--- src/rtl/ledsd_ctrl_pkg.sv ---
`default_nettype none
// ============================================================================
// Module      : ledsd_ctrl_pkg
// Description : Register map, CTRL bit layout and shared types for ledsd_ctrl.
// Revision    : 1.0 - initial release
// ============================================================================
package ledsd_ctrl_pkg;

    localparam logic [3:0] ADDR_CTRL     = 4'h0;
    localparam logic [3:0] ADDR_DIG_EN   = 4'h1;
    localparam logic [3:0] ADDR_DP       = 4'h2;
    localparam logic [3:0] ADDR_BLINK    = 4'h3;
    localparam logic [3:0] ADDR_STATUS   = 4'h4;
    localparam logic [3:0] ADDR_BUF_BASE = 4'h8;

    localparam int CTRL_EN     = 0;
    localparam int CTRL_BLINK  = 1;
    localparam int CTRL_SCROLL = 2;

    // Field order mirrors the CTRL register: scroll_en is bit2, en is bit0.
    typedef struct packed {
        logic scroll_en;
        logic blink_en;
        logic en;
    } ctrl_t;

endpackage
`default_nettype wire

--- src/rtl/ledsd_tick_gen.sv ---
`default_nettype none
// ============================================================================
// Module      : ledsd_tick_gen
// Description : Free-running prescaler; one-cycle tick every TICK_DIV clocks.
// Revision    : 1.0 - initial release
// ============================================================================
module ledsd_tick_gen #(
    parameter int TICK_DIV = 6_000_000
) (
    input  logic clk,
    input  logic rst_n,
    input  logic clr,
    output logic tick
);

    localparam int              CNT_W   = $clog2(TICK_DIV);
    localparam logic [CNT_W-1:0] CNT_MAX = CNT_W'(TICK_DIV - 1);

    logic [CNT_W-1:0] cnt_q;
    logic [CNT_W-1:0] cnt_d;
    logic             at_max;

    assign at_max = (cnt_q == CNT_MAX);

    // A clear landing on the terminal count swallows that tick.
    assign tick = at_max && !clr;

    always_comb begin
        cnt_d = cnt_q + CNT_W'(1);
        if (clr || at_max) begin
            cnt_d = '0;
        end
    end

    always_ff @(posedge clk or negedge rst_n) begin
        if (!rst_n) begin
            cnt_q <= '0;
        end else begin
            cnt_q <= cnt_d;
        end
    end

endmodule
`default_nettype wire

--- src/rtl/ledsd_ctrl.sv ---
`default_nettype none
// ============================================================================
// Module      : ledsd_ctrl
// Description : Register-mapped seven-segment display controller with
//               character buffer, blink and horizontal scroll sequencing.
// Revision    : 1.0 - initial release
// ============================================================================
module ledsd_ctrl
    import ledsd_ctrl_pkg::*;
#(
    parameter int NUM       = 2,
    parameter int E_CODE    = 1,
    parameter int BUF_DEPTH = 8,
    parameter int TICK_DIV  = 6_000_000
) (
    input  logic                        clk,
    input  logic                        rst_n,
    input  logic                        wen,
    input  logic                        ren,
    input  logic [3:0]                  addr,
    input  logic [7:0]                  wdata,
    output logic [7:0]                  rdata,
    output logic [NUM*(4+E_CODE)-1:0]   data_out,
    output logic [NUM-1:0]              dig_out,
    output logic [NUM-1:0]              dp_out
);

    localparam int CW    = 4 + E_CODE;
    localparam int PTR_W = $clog2(BUF_DEPTH);

    ctrl_t               ctrl_q,     ctrl_d;
    logic [NUM-1:0]      dig_en_q,   dig_en_d;
    logic [NUM-1:0]      dp_q,       dp_d;
    logic [NUM-1:0]      blink_q,    blink_d;
    logic [CW-1:0]       buf_q [BUF_DEPTH];
    logic [CW-1:0]       buf_d [BUF_DEPTH];
    logic [PTR_W-1:0]    ptr_q,      ptr_d;
    logic                phase_q,    phase_d;
    logic [7:0]          rdata_q,    rdata_d;
    logic [NUM*CW-1:0]   data_out_q, data_out_d;
    logic [NUM-1:0]      dig_out_q,  dig_out_d;
    logic [NUM-1:0]      dp_out_q,   dp_out_d;

    logic                ctrl_wr;
    logic                buf_hit;
    logic [PTR_W-1:0]    buf_idx;
    logic                tick;
    logic                unused_wdata;

    assign ctrl_wr      = wen && (addr == ADDR_CTRL);
    assign buf_hit      = (addr[3:PTR_W] == ADDR_BUF_BASE[3:PTR_W]);
    assign buf_idx      = addr[PTR_W-1:0];
    assign unused_wdata = &{1'b0, wdata};

    ledsd_tick_gen #(
        .TICK_DIV (TICK_DIV)
    ) u_tick_gen (
        .clk   (clk),
        .rst_n (rst_n),
        .clr   (ctrl_wr),
        .tick  (tick)
    );

    // Register file writes
    always_comb begin
        ctrl_d   = ctrl_q;
        dig_en_d = dig_en_q;
        dp_d     = dp_q;
        blink_d  = blink_q;
        buf_d    = buf_q;
        if (wen) begin
            case (addr)
                ADDR_CTRL: begin
                    ctrl_d.en        = wdata[CTRL_EN];
                    ctrl_d.blink_en  = wdata[CTRL_BLINK];
                    ctrl_d.scroll_en = wdata[CTRL_SCROLL];
                end
                ADDR_DIG_EN: dig_en_d = wdata[NUM-1:0];
                ADDR_DP:     dp_d     = wdata[NUM-1:0];
                ADDR_BLINK:  blink_d  = wdata[NUM-1:0];
                default: begin
                    if (buf_hit) begin
                        buf_d[buf_idx] = wdata[CW-1:0];
                    end
                end
            endcase
        end
    end

    // Blink phase and scroll pointer sequencing
    always_comb begin
        phase_d = phase_q;
        ptr_d   = ptr_q;
        if (ctrl_wr || !ctrl_q.blink_en) begin
            phase_d = 1'b0;
        end else if (tick) begin
            phase_d = ~phase_q;
        end
        if (tick && ctrl_q.scroll_en) begin
            ptr_d = ptr_q + PTR_W'(1);
        end
    end

    // Read mux samples pre-write state, so a colliding write is not visible
    always_comb begin
        rdata_d = rdata_q;
        if (ren) begin
            rdata_d = '0;
            case (addr)
                ADDR_CTRL:   rdata_d = {5'b0, ctrl_q};
                ADDR_DIG_EN: rdata_d = 8'(dig_en_q);
                ADDR_DP:     rdata_d = 8'(dp_q);
                ADDR_BLINK:  rdata_d = 8'(blink_q);
                ADDR_STATUS: begin
                    rdata_d[0]          = phase_q;
                    rdata_d[4 +: PTR_W] = ptr_q;
                end
                default: begin
                    if (buf_hit) begin
                        rdata_d = 8'(buf_q[buf_idx]);
                    end
                end
            endcase
        end
    end

    // Per-digit output mapping
    always_comb begin
        data_out_d = '0;
        dig_out_d  = '0;
        dp_out_d   = '0;
        for (int i = 0; i < NUM; i++) begin
            data_out_d[i*CW +: CW] = buf_q[PTR_W'(ptr_q + PTR_W'(i))];
            dp_out_d[i]            = ctrl_q.en & dp_q[i];
            dig_out_d[i]           = ctrl_q.en & dig_en_q[i]
                                   & ~(ctrl_q.blink_en & blink_q[i] & phase_q);
        end
    end

    always_ff @(posedge clk or negedge rst_n) begin
        if (!rst_n) begin
            ctrl_q     <= '0;
            dig_en_q   <= '1;
            dp_q       <= '0;
            blink_q    <= '0;
            for (int i = 0; i < BUF_DEPTH; i++) begin
                buf_q[i] <= '0;
            end
            ptr_q      <= '0;
            phase_q    <= 1'b0;
            rdata_q    <= '0;
            data_out_q <= '0;
            dig_out_q  <= '0;
            dp_out_q   <= '0;
        end else begin
            ctrl_q     <= ctrl_d;
            dig_en_q   <= dig_en_d;
            dp_q       <= dp_d;
            blink_q    <= blink_d;
            for (int i = 0; i < BUF_DEPTH; i++) begin
                buf_q[i] <= buf_d[i];
            end
            ptr_q      <= ptr_d;
            phase_q    <= phase_d;
            rdata_q    <= rdata_d;
            data_out_q <= data_out_d;
            dig_out_q  <= dig_out_d;
            dp_out_q   <= dp_out_d;
        end
    end

    assign rdata    = rdata_q;
    assign data_out = data_out_q;
    assign dig_out  = dig_out_q;
    assign dp_out   = dp_out_q;

endmodule
`default_nettype wire
--- config.mk ---
export PLATFORM = sky130hd
export DESIGN_NAME = ledsd_ctrl
export DESIGN_NICKNAME = d
export VERILOG_FILES = /design/src/rtl/ledsd_ctrl_pkg.sv /design/src/rtl/ledsd_tick_gen.sv /design/src/rtl/ledsd_ctrl.sv
export SDC_FILE = /design/constraint.sdc
export NUM_CORES = 1
export LEC_CHECK = 0
export CAP_MARGIN = 0
export CELL_PAD_IN_SITES_DETAIL_PLACEMENT = 1
export CELL_PAD_IN_SITES_GLOBAL_PLACEMENT = 1
export CORE_MARGIN = 10
export CORE_UTILIZATION = 35
export CTS_CLUSTER_DIAMETER = 120
export CTS_CLUSTER_SIZE = 14
export DETAILED_ROUTE_END_ITERATION = 16
export GPL_ROUTABILITY_DRIVEN = 0
export PLACE_DENSITY = 0.73
export SYNTH_ARGS = -nofsm -noshare
export SYNTH_HDL_FRONTEND = slang
export SYNTH_SLANG_ARGS = --single-unit
export TNS_END_PERCENT = 5
--- constraint.sdc ---
create_clock -name clk -period 2 [get_ports clk]
set_input_delay 0.3 -clock clk [delete_from_list [all_inputs] [get_ports clk]]
set_output_delay 0.3 -clock clk [all_outputs]
set_load 0.005 [all_outputs]
## After elaboration in Yosys (flattened, before gate mapping)

Index checks and enable logic that the tools add are counted.

- Bits of input ports: 16
- Output and inout port bits: 22
- Register bits: 98
- Word-level logic and storage cells: 86

- Reduce and logical (&&, ||, !) cells: 17
- Bitwise gates (word level): 17
- Equality and inequality tests: 5
- $lt $le $gt $ge: 4
- Mux-type cells: 20
- Add/sub/neg operators: 2

Operator list:

| operator | number |
|---|---|
| 5-bit binary-select mux with 3-bit select | 3 |
| 40-bit bitwise mux | 1 |
| 5-bit two-way mux | 8 |
| 23-bit by 1-bit adder with 23-bit output, second input constant | 1 |
| 23-bit == test, second input constant | 1 |
| 23-bit two-way mux | 1 |
| 5-bit demux with 3-bit select | 1 |
| 3-bit one-hot mux with 5 select lines | 1 |
| 4-bit >= comparator, second input constant | 3 |
| 3-bit inverter with 4-bit output | 3 |
| 1-bit AND | 10 |
| 4-bit by 2-bit == test with 1-bit output, second input constant | 2 |
| 2-bit AND reduction | 4 |
| 3-bit one-hot mux with 2 select lines | 1 |
| 1-bit one-hot mux with 5 select lines | 1 |
| 5-bit OR reduction | 1 |
| 4-bit by 1-bit == test with 1-bit output, second input constant | 1 |
| 4-bit by 3-bit == test with 1-bit output, second input constant | 1 |
| 1-bit logical AND | 4 |
| 4-bit zero test | 1 |
| 4-bit by 1-bit < comparator with 1-bit output, second input constant | 1 |
| 1-bit inverter | 4 |
| 4-bit OR reduction | 1 |
| 3-bit by 1-bit adder with 3-bit output, second input constant | 1 |
| 5 further kinds | 9 |

## Logic depth before layout (Yosys ltp)

Gate-level depths: netlist (run 1).

- Depth in word-level cells: 6
- Gate-level depth with buffers: 7
- Depth with buffers taken out: 5

## By module

From an unflattened synthesis (run 1), not the netlist that was laid out.

- Cells, all modules: 405
- Area total of the unflattened synthesis: 5112.4 um2

By module, submodules not included:

| module | area each (um2) | instances | seq. area each (um2) | cells each |
|---|---|---|---|---|
| ledsd_ctrl | 3753.6 | 1 | 1854.3 | 270 |
| ledsd_tick_gen | 1358.8 | 1 | 575.6 | 135 |

## Least setup slack after synthesis (run 1)

OpenSTA, ideal clock, no wires.

- Kind: register to register
- Start point: register ptr_q[0]
- End point: register data_out_q[7] (netlist: data_out[7])
- Data required time: 1.875 ns
- Setup slack: -0.170 ns
- Buffers on the path: 1
- Cell stages (with the launch flop): 5
- Arrival time: 2.045 ns
- Clock period less this slack: 2.170 ns
- Setup time: 0.125 ns
- Cells stage by stage: dfrtp_1 > ha_1 > buf_1 > mux4_2 > mux2_2

- Word-level cells in the longest chain between the ends: 5

RTL lines:

| item | line | source |
|---|---|---|
| from (decl) | ledsd_ctrl.sv:37 | `logic [PTR_W-1:0] ptr_q, ptr_d;` |
| from (signal assigned) | ledsd_ctrl.sv:163 | `ptr_q <= ptr_d;` |
| 3-bit by 1-bit adder with 3-bit output | ledsd_ctrl.sv:133 | `data_out_d[i*CW +: CW] = buf_q[PTR_W'(ptr_q + PTR_W'(i))];` |
| 3-bit inverter with 4-bit output (implied by the code) | ledsd_ctrl.sv:133 |  |
| 5-bit binary-select mux with 3-bit select | ledsd_ctrl.sv:133 |  |
| 5-bit two-way mux (implied by the code) (2 in series) | ledsd_ctrl.sv:133 |  |
| net data_out_d[7] | ledsd_ctrl.sv:40 | `logic [NUM*CW-1:0] data_out_q, data_out_d;` |
| to (signal assigned) | ledsd_ctrl.sv:166 | `data_out_q <= data_out_d;` |
| to (decl) | ledsd_ctrl.sv:40 |  |

The timed path passes the listed nets, and every way through them passes these cells. The select of a mux whose other input is x is not followed.
A chain may end at the register's enable or synchronous reset.

## Final worst setup path (run 1)

- Start point: register u_tick_gen.cnt_q[0]
- End point: register u_tick_gen.cnt_q[18]

- Word-level cells in the longest chain between the ends: 3
- Elaborated cells on any way between the ends: 4
- Those cells by class: 1 x add/sub; 1 x eq/ne; 1 x mux; 1 x reduce/logical

RTL lines:

| item | line | source |
|---|---|---|
| from (decl) | ledsd_tick_gen.sv:19 | `logic [CNT_W-1:0] cnt_q;` |
| from (signal assigned) | ledsd_tick_gen.sv:39 | `cnt_q <= cnt_d;` |
| parallel branches: the longest is 2 deep, another holds 23-bit by 1-bit adder with 23-bit output | n/a |  |
| 23-bit two-way mux * | ledsd_tick_gen.sv:30 | `if (clr \|\| at_max) begin` |
| net u_tick_gen.cnt_d[18] | ledsd_tick_gen.sv:20 | `logic [CNT_W-1:0] cnt_d;` |

Mark *: on every way through the listed nets, which the timed path passes.

==> results_dict.tcl, run 1 <==
set metrics [dict create \
    core_area_mm2 0.0139 \
    max_freq_ghz 0.517 \
    power_mw 5.62 \
    finalSetupTns_ps 0 \
    fin_crit_ps 1930 \
    p_leak_nw 2.55 \
    detail-route-antenna-nets 0 \
    drtPass1Iterations 4 \
    start_util 0.358 \
    worst_slew_pin_slew_ps 585 \
    first_iter_violations 199 \
    overflow 0 \
    outcome "complete, no violations" \
    hold_start "blink_q[1]" \
    nFillCells 1451 \
    critPathKind "reg2reg" \
    dpl.hpwl_um 9590 \
    endpoint_kind "flip-flop" \
    wl_per_cell_um 21.2 \
    drive_gt1_frac 0.359 \
    synth_edf_count 0 \
    cts_tree "yes" \
    insertion_delay_ps 350 \
    cp-endpoint "u_tick_gen.cnt_q[18]" \
    crit_fanout 7 \
    cts.path.max_buffers 2 \
    synth_top_cell_by_area "dfrtp_1" \
    synth-seq-cells 97 \
    die-height_um 139 \
    period_share 0.967 \
    r2r-end "u_tick_gen.cnt_q[18]" \
    syn_avg_cell_area_um2 12.3 \
    max_slew_margin 0.610 \
    grt_usage 0.146 \
    io_buffers 33 \
    antenna_found_initial 0 \
    grt_first_pass_wirelength_um 22900 \
    syn_nets 423 \
    final_hold_viol_count 0 \
    synthToLayoutAreaGrowth_pct 24.1 \
    ys_top_cells_by_area "dfrtp_1 48%, mux2_2 14%, mux4_2 12%, nor2_1 2.1%, nand2_1 2.0%" \
    nets 495 \
    syn_area_mm2 0.00499 \
    clockRootBuffer "clkbuf_16" \
    synth_ff_type "dfrtp_1" \
    num_vias 3681 \
    min_path_type "reg2reg" \
    netlist.area_leader.share 0.477 \
    crit_top_cell "or4_4" \
    max_stage_delay_ps 560 \
    path_clk_slew_ps 70 \
    synth_cell_type_count 53 \
    dpl_cell_area_mm2 0.00588 \
    cp-start-kind "flip-flop" \
    powerDensity_mw_per_mm2 908 \
    synth_seq_area_share 0.487 \
    required_ps 2280 \
    hold_ws_ps 482 \
    yosysWarnings 0 \
    cp_cell_sequence "ha_2 -> nand2_1 -> or4_4 -> or4_4 -> a21oi_2" \
    fp.dieW_um 139 \
    skew_ps 8.66 \
    die_area_mm2 0.0194 \
    crit_slowest_cell "or4_4" \
    synthCells 405 \
    drcViolationCount 0 \
    post-route-util 0.444 \
    setup-violations-final 0 \
    synth.most_common_cell "dfrtp_1" \
    via_per_inst 5.56 \
    max_cap_violations 0 \
    ios 38 \
    synth_common_cells "95 x dfrtp_1, 62 x mux2_2, 28 x nor2_1" \
    n_antenna_cell 0 \
    rows 43 \
    rrSetupSlack_ps 70 \
    htreeDepth 3 \
    worstReg2RegStart "u_tick_gen.cnt_q[0]" \
    crit_start "u_tick_gen.cnt_q[0]" \
    grt_start_max_net_pins 43 \
    arrival_ps 2210 \
    grt_pass1_vias 4018 \
    slew_violations 0 \
    rsz0062_at_grt "yes" \
    cts_sinks 97 \
    drt-total-wl_um 14000 \
    ir_drop_mv 0.454 \
    stdcell_area_mm2 0.00619 \
    cts_made_buffers 9 \
    reg2reg_depth 5 \
    async_flop_share 1.00 \
]
==> routing by layer <==
layer | track usage | up-vias | share of wire
met5 | 0 | - | 0
met4 | 0.0516 | 0 | 0.020
met3 | 0.0350 | 20 | 0.055
met2 | 0.254 | 92 | 0.52
met1 | 0.173 | 1918 | 0.41
li1 | - | 1651 | -
==> stage by stage <==
| step | cells | setup slack [ps] |
|---|---|---|
| final | 662 | 65.7 |
| after global routing | 662 | -1.35 |
| after CTS | 661 | 24.0 |
| after detailed placement | 644 | -161 |
| after global placement | 644 | -130 |
| after floorplan | 405 | -51.6 |
==> cell type report <==
cell class | count | area [um^2] | area share
timing repair buffer | 83 | 781 | 0.126
inverter | 11 | 41.3 | 0.00667
sequential | 97 | 2430 | 0.393
clock inverter | 7 | 56.3 | 0.00910
clock buffer | 9 | 225 | 0.0364
tap | 180 | 225 | 0.0364
multi-input combinational | 275 | 2430 | 0.393
==> logic make-up (layout without fill, tap and decap cells) <==
family,count (synthesis),count (layout),share of synthesized area
compound gates,56,56,0.0710
xor+xnor,13,13,0.0228
fa+ha+maj,2,2,0.00502
buf+inv,33,110,0.0281
flops,97,97,0.487
mux,90,90,0.261
other cells,1,1,0.000752
simple gates,113,113,0.123
==> layout by cell type (no fill, tap or decap), types with 5 or more instances in the layout <==
master,instances
nor2_1,28
o21ai_0,12
buf_12,6
or3_1,6
a21oi_1,13
dfrtp_1,94
mux4_2,26
nand2_1,26
o31ai_1,5
mux2_2,62
inv_1,11
a31oi_1,5
xor2_1,7
buf_4,44
nand3_1,11
xnor2_1,6
clkbuf_16,9
clkdlybuf4s50_1,32
==> how the worst min path moves through the flow <==
| stage | slack, ps | end | cells after the start |
|---|---|---|---|
| 2_1_floorplan | 4 | blink_q[0] | 0 |
| 3_3_place_gp | 330 | dig_out[0] | 1 |
| 3_5_place_dp | 350 | dig_out[0] | 1 |
| 4_1_cts | 480 | dig_out[1] | 1 |
| 5_1_grt | 510 | dig_out[1] | 1 |
| 6_report | 480 | dig_out[1] | 1 |
==> critical path, delay by kind of cell, from the launching register on <==
family	cells	cell delay [ps]
flip-flops	1	360
AND/OR/NAND/NOR	3	1190
AO/OA/AOI/OAI	1	140
adder cells (fa/ha/maj)	1	190
==> sequential cells by signal, summed over array words and instances, names as in the netlist <==
| signal | count |
|---|---|
| buf_q | 40 |
| dig_en_q | 2 |
| blink_q | 2 |
| phase_q | 1 |
| dp_q | 2 |
| u_tick_gen.cnt_q | 23 |
| ptr_q | 3 |
| dp_out | 2 |
| data_out | 10 |
| ctrl_q | 3 |
| rdata | 7 |
| dig_out | 2 |
==> where the power goes <==
group | switching, mW | internal (mW)
Clock | 0.792 | 0.852
Sequential | 0.348 | 2.34
Combinational | 0.491 | 0.801
Total | 1.63 | 3.99
==> repair_timing <==
action | 4_1_cts | 5_1_grt
endpoints found under the hold margin | 38 | 0
buffers inserted | 0 | 1
pin swaps | 0 | 2
cloned | 0 | 0
hold buffers | 1 | 0
gates resized for setup | 1 | 4
setup endpoints to repair | 1 | 3
No activity file was read; power rests on OpenSTA's default activity.
==> run 2, diff against run 1 <==
--- a/config.mk
+++ b/config.mk
@@ -14,6 +14,7 @@
 export CTS_CLUSTER_SIZE = 14
 export DETAILED_ROUTE_END_ITERATION = 16
 export GPL_ROUTABILITY_DRIVEN = 0
+export HOLD_SLACK_MARGIN = 0.12
 export PLACE_DENSITY = 0.73
 export SYNTH_ARGS = -nofsm -noshare
 export SYNTH_HDL_FRONTEND = slang
==> results of run 2 <==
Final layout, timing and power as in run 1 (identical DEF).
==> run 3, diff against run 2 <==
--- a/config.mk
+++ b/config.mk
@@ -13,9 +13,10 @@
 export CTS_CLUSTER_DIAMETER = 120
 export CTS_CLUSTER_SIZE = 14
 export DETAILED_ROUTE_END_ITERATION = 16
+export DONT_BUFFER_PORTS = 1
 export GPL_ROUTABILITY_DRIVEN = 0
 export HOLD_SLACK_MARGIN = 0.12
-export PLACE_DENSITY = 0.73
+export PLACE_DENSITY = 0.68
 export SYNTH_ARGS = -nofsm -noshare
 export SYNTH_HDL_FRONTEND = slang
 export SYNTH_SLANG_ARGS = --single-unit
==> results_dict.tcl, run 3 (synthesized netlist as in run 1, its figures left out) <==
set metrics [dict create \
    outcome "complete, but fails checks" \
    required_ps 2270 \
    reg2reg_depth 4 \
    drive_gt1_frac 0.327 \
    via_per_inst 5.60 \
    rows 43 \
    start_util 0.358 \
    endpoint_kind "flip-flop" \
    path_clk_slew_ps 60 \
    drtPass1Iterations 4 \
    first_iter_violations 170 \
    ir_drop_mv 0.402 \
    switching_power_mw 1.42 \
    insertion_delay_ps 350 \
    period_share 0.958 \
    overflow 0 \
    grt_pass1_vias 3620 \
    arrival_ps 2190 \
    cp-start-kind "flip-flop" \
    core_area_mm2 0.0139 \
    dr.max_layer_used "met5" \
    crit_top_cell "or4_4" \
    crit_fanout 8 \
    pwr-share-comb 0.183 \
    max_freq_ghz 0.522 \
    ctsHoldBuffers 7 \
    detail-route-antenna-nets 0 \
    htreeDepth 3 \
    violations "hold timing" \
    max_stage_delay_ps 630 \
    grt_usage 0.133 \
    dpl.hpwl_um 8740 \
    clockRootBuffer "clkbuf_16" \
    power_frac_clock 0.314 \
    p_seq_frac 0.502 \
    n_antenna_cell 0 \
    p_leak_nw 2.34 \
    min_path_type "in2async" \
    wl_met1_um 5760 \
    cts_tree "yes" \
    cts_made_buffers 9 \
    rsz0062_at_grt "yes" \
    setup-violations-final 0 \
    crit_slowest_cell "or4_4" \
    crit_family "simple AND/OR/NAND/NOR gates" \
    nFillCells 1477 \
    io_buffers 0 \
    grt_start_max_net_pins 98 \
    largest_reg_flops 40 \
    drt-total-wl_um 12900 \
    cp_cell_sequence "nand4_4 -> or4_4 -> or4_4 -> a21oi_2" \
    regMostFlops "buf_q" \
    r2r-end "u_tick_gen.cnt_q[18]" \
    worstPathBufferInverterCount 0 \
    die-height_um 139 \
    multi_input_area_mm2 0.00243 \
    critPathKind "reg2reg" \
    layout_commonest_cell "dfrtp_1" \
    hold_ws_ps -344 \
    powerDensity_mw_per_mm2 942 \
    rrSetupSlack_ps 80 \
    regArea_mm2 0.00243 \
    wl_per_cell_um 21.1 \
    internal-power_mw 3.93 \
    synthToLayoutAreaGrowth_pct 13.9 \
    ios 38 \
    stdcell_area_mm2 0.00568 \
    final_cell_mix "95 x dfrtp_1, 62 x mux2_2, 28 x nor2_1, 26 x nand2_1, 26 x mux4_2" \
    num_vias 3422 \
    max_cap_violations 0 \
    die_area_mm2 0.0194 \
    fin_crit_ps 1920 \
    dpl_cell_area_mm2 0.00532 \
    p_sw_frac 0.266 \
    skew_ps 7.80 \
    antenna_found_initial 1 \
    slew_violations 0 \
    worst_slew_pin_slew_ps 608 \
    cts_sinks 97 \
    max_slew_margin 0.590 \
    nets 445 \
    power_mw 5.35 \
    route.met2.wl_um 6250 \
    met3_length_um 662 \
    final_hold_viol_count 97 \
    drcViolationCount 0 \
    grt_first_pass_wirelength_um 20600 \
    worstReg2RegStart "u_tick_gen.cnt_q[5]" \
    cts.path.max_buffers 2 \
    fp.dieW_um 139 \
]
[run 3: timing repair]
item,4_1_cts,5_1_grt
endpoints found under the hold margin,151,97
gates resized for setup,1,1
pin swaps,0,4
endpoints found under the setup margin,1,3
setup buffers,0,0
[run 3: per-layer routing]
layer  GRT usage  vias up
met5           0        -
met4      0.0467        2
met3      0.0354       15
met2       0.211       56
met1       0.169     1803
li1            -     1546
[run 3: layout make-up]
| cell class | instances | area share |
|---|---|---|
| Sequential cell | 97 | 0.428 |
| Timing Repair Buffer | 33 | 0.0489 |
| Clock buffer | 12 | 0.0416 |
| Tap cell | 180 | 0.0397 |
| Clock inverter | 3 | 0.00749 |
| Inverter | 11 | 0.00727 |
| Multi-Input combinational cell | 275 | 0.427 |
[run 3: worst max-delay path by stage]
stage                           end  slack [ps]  cells after the start                start
3_3_place_gp   u_tick_gen.cnt_q[22]          50                      5  u_tick_gen.cnt_q[0]
5_1_grt        u_tick_gen.cnt_q[22]          -4                      4  u_tick_gen.cnt_q[5]
6_report       u_tick_gen.cnt_q[18]          80                      4  u_tick_gen.cnt_q[5]
2_1_floorplan  u_tick_gen.cnt_q[18]         -50                      6  u_tick_gen.cnt_q[0]
4_1_cts        u_tick_gen.cnt_q[18]          50                      4  u_tick_gen.cnt_q[5]
3_5_place_dp   u_tick_gen.cnt_q[22]           6                      5  u_tick_gen.cnt_q[0]
[run 3: through the flow]
| step | instances | utilization | setup TNS [ps] | worst slack [ps] |
|---|---|---|---|---|
| floorplan | 405 | - | -100 | -51.6 |
| global route | 611 | 0.408 | -4.45 | -4.45 |
| finish | 611 | 0.408 | 0 | 85.0 |
| global placement | 589 | 0.382 | 0 | 48.7 |
| CTS | 611 | 0.407 | 0 | 52.9 |
| detailed placement | 589 | 0.382 | 0 | 5.64 |
[run 3: power by group through the flow]
stage	logic (mW)	registers, mW	clock network (mW)
floorplan	0.734	2.62	0
global placement	0.920	2.70	0
detailed placement	0.956	2.72	0
CTS	0.993	2.69	1.74
global route	1.08	2.75	1.81
finish	0.981	2.69	1.68
[run 3: worst reg2reg max path: stages, from the launching register on]
cell and delay [ps]:
dfrtp_1 420, nand4_4 160, or4_4 630, or4_4 500, a21oi_2 140
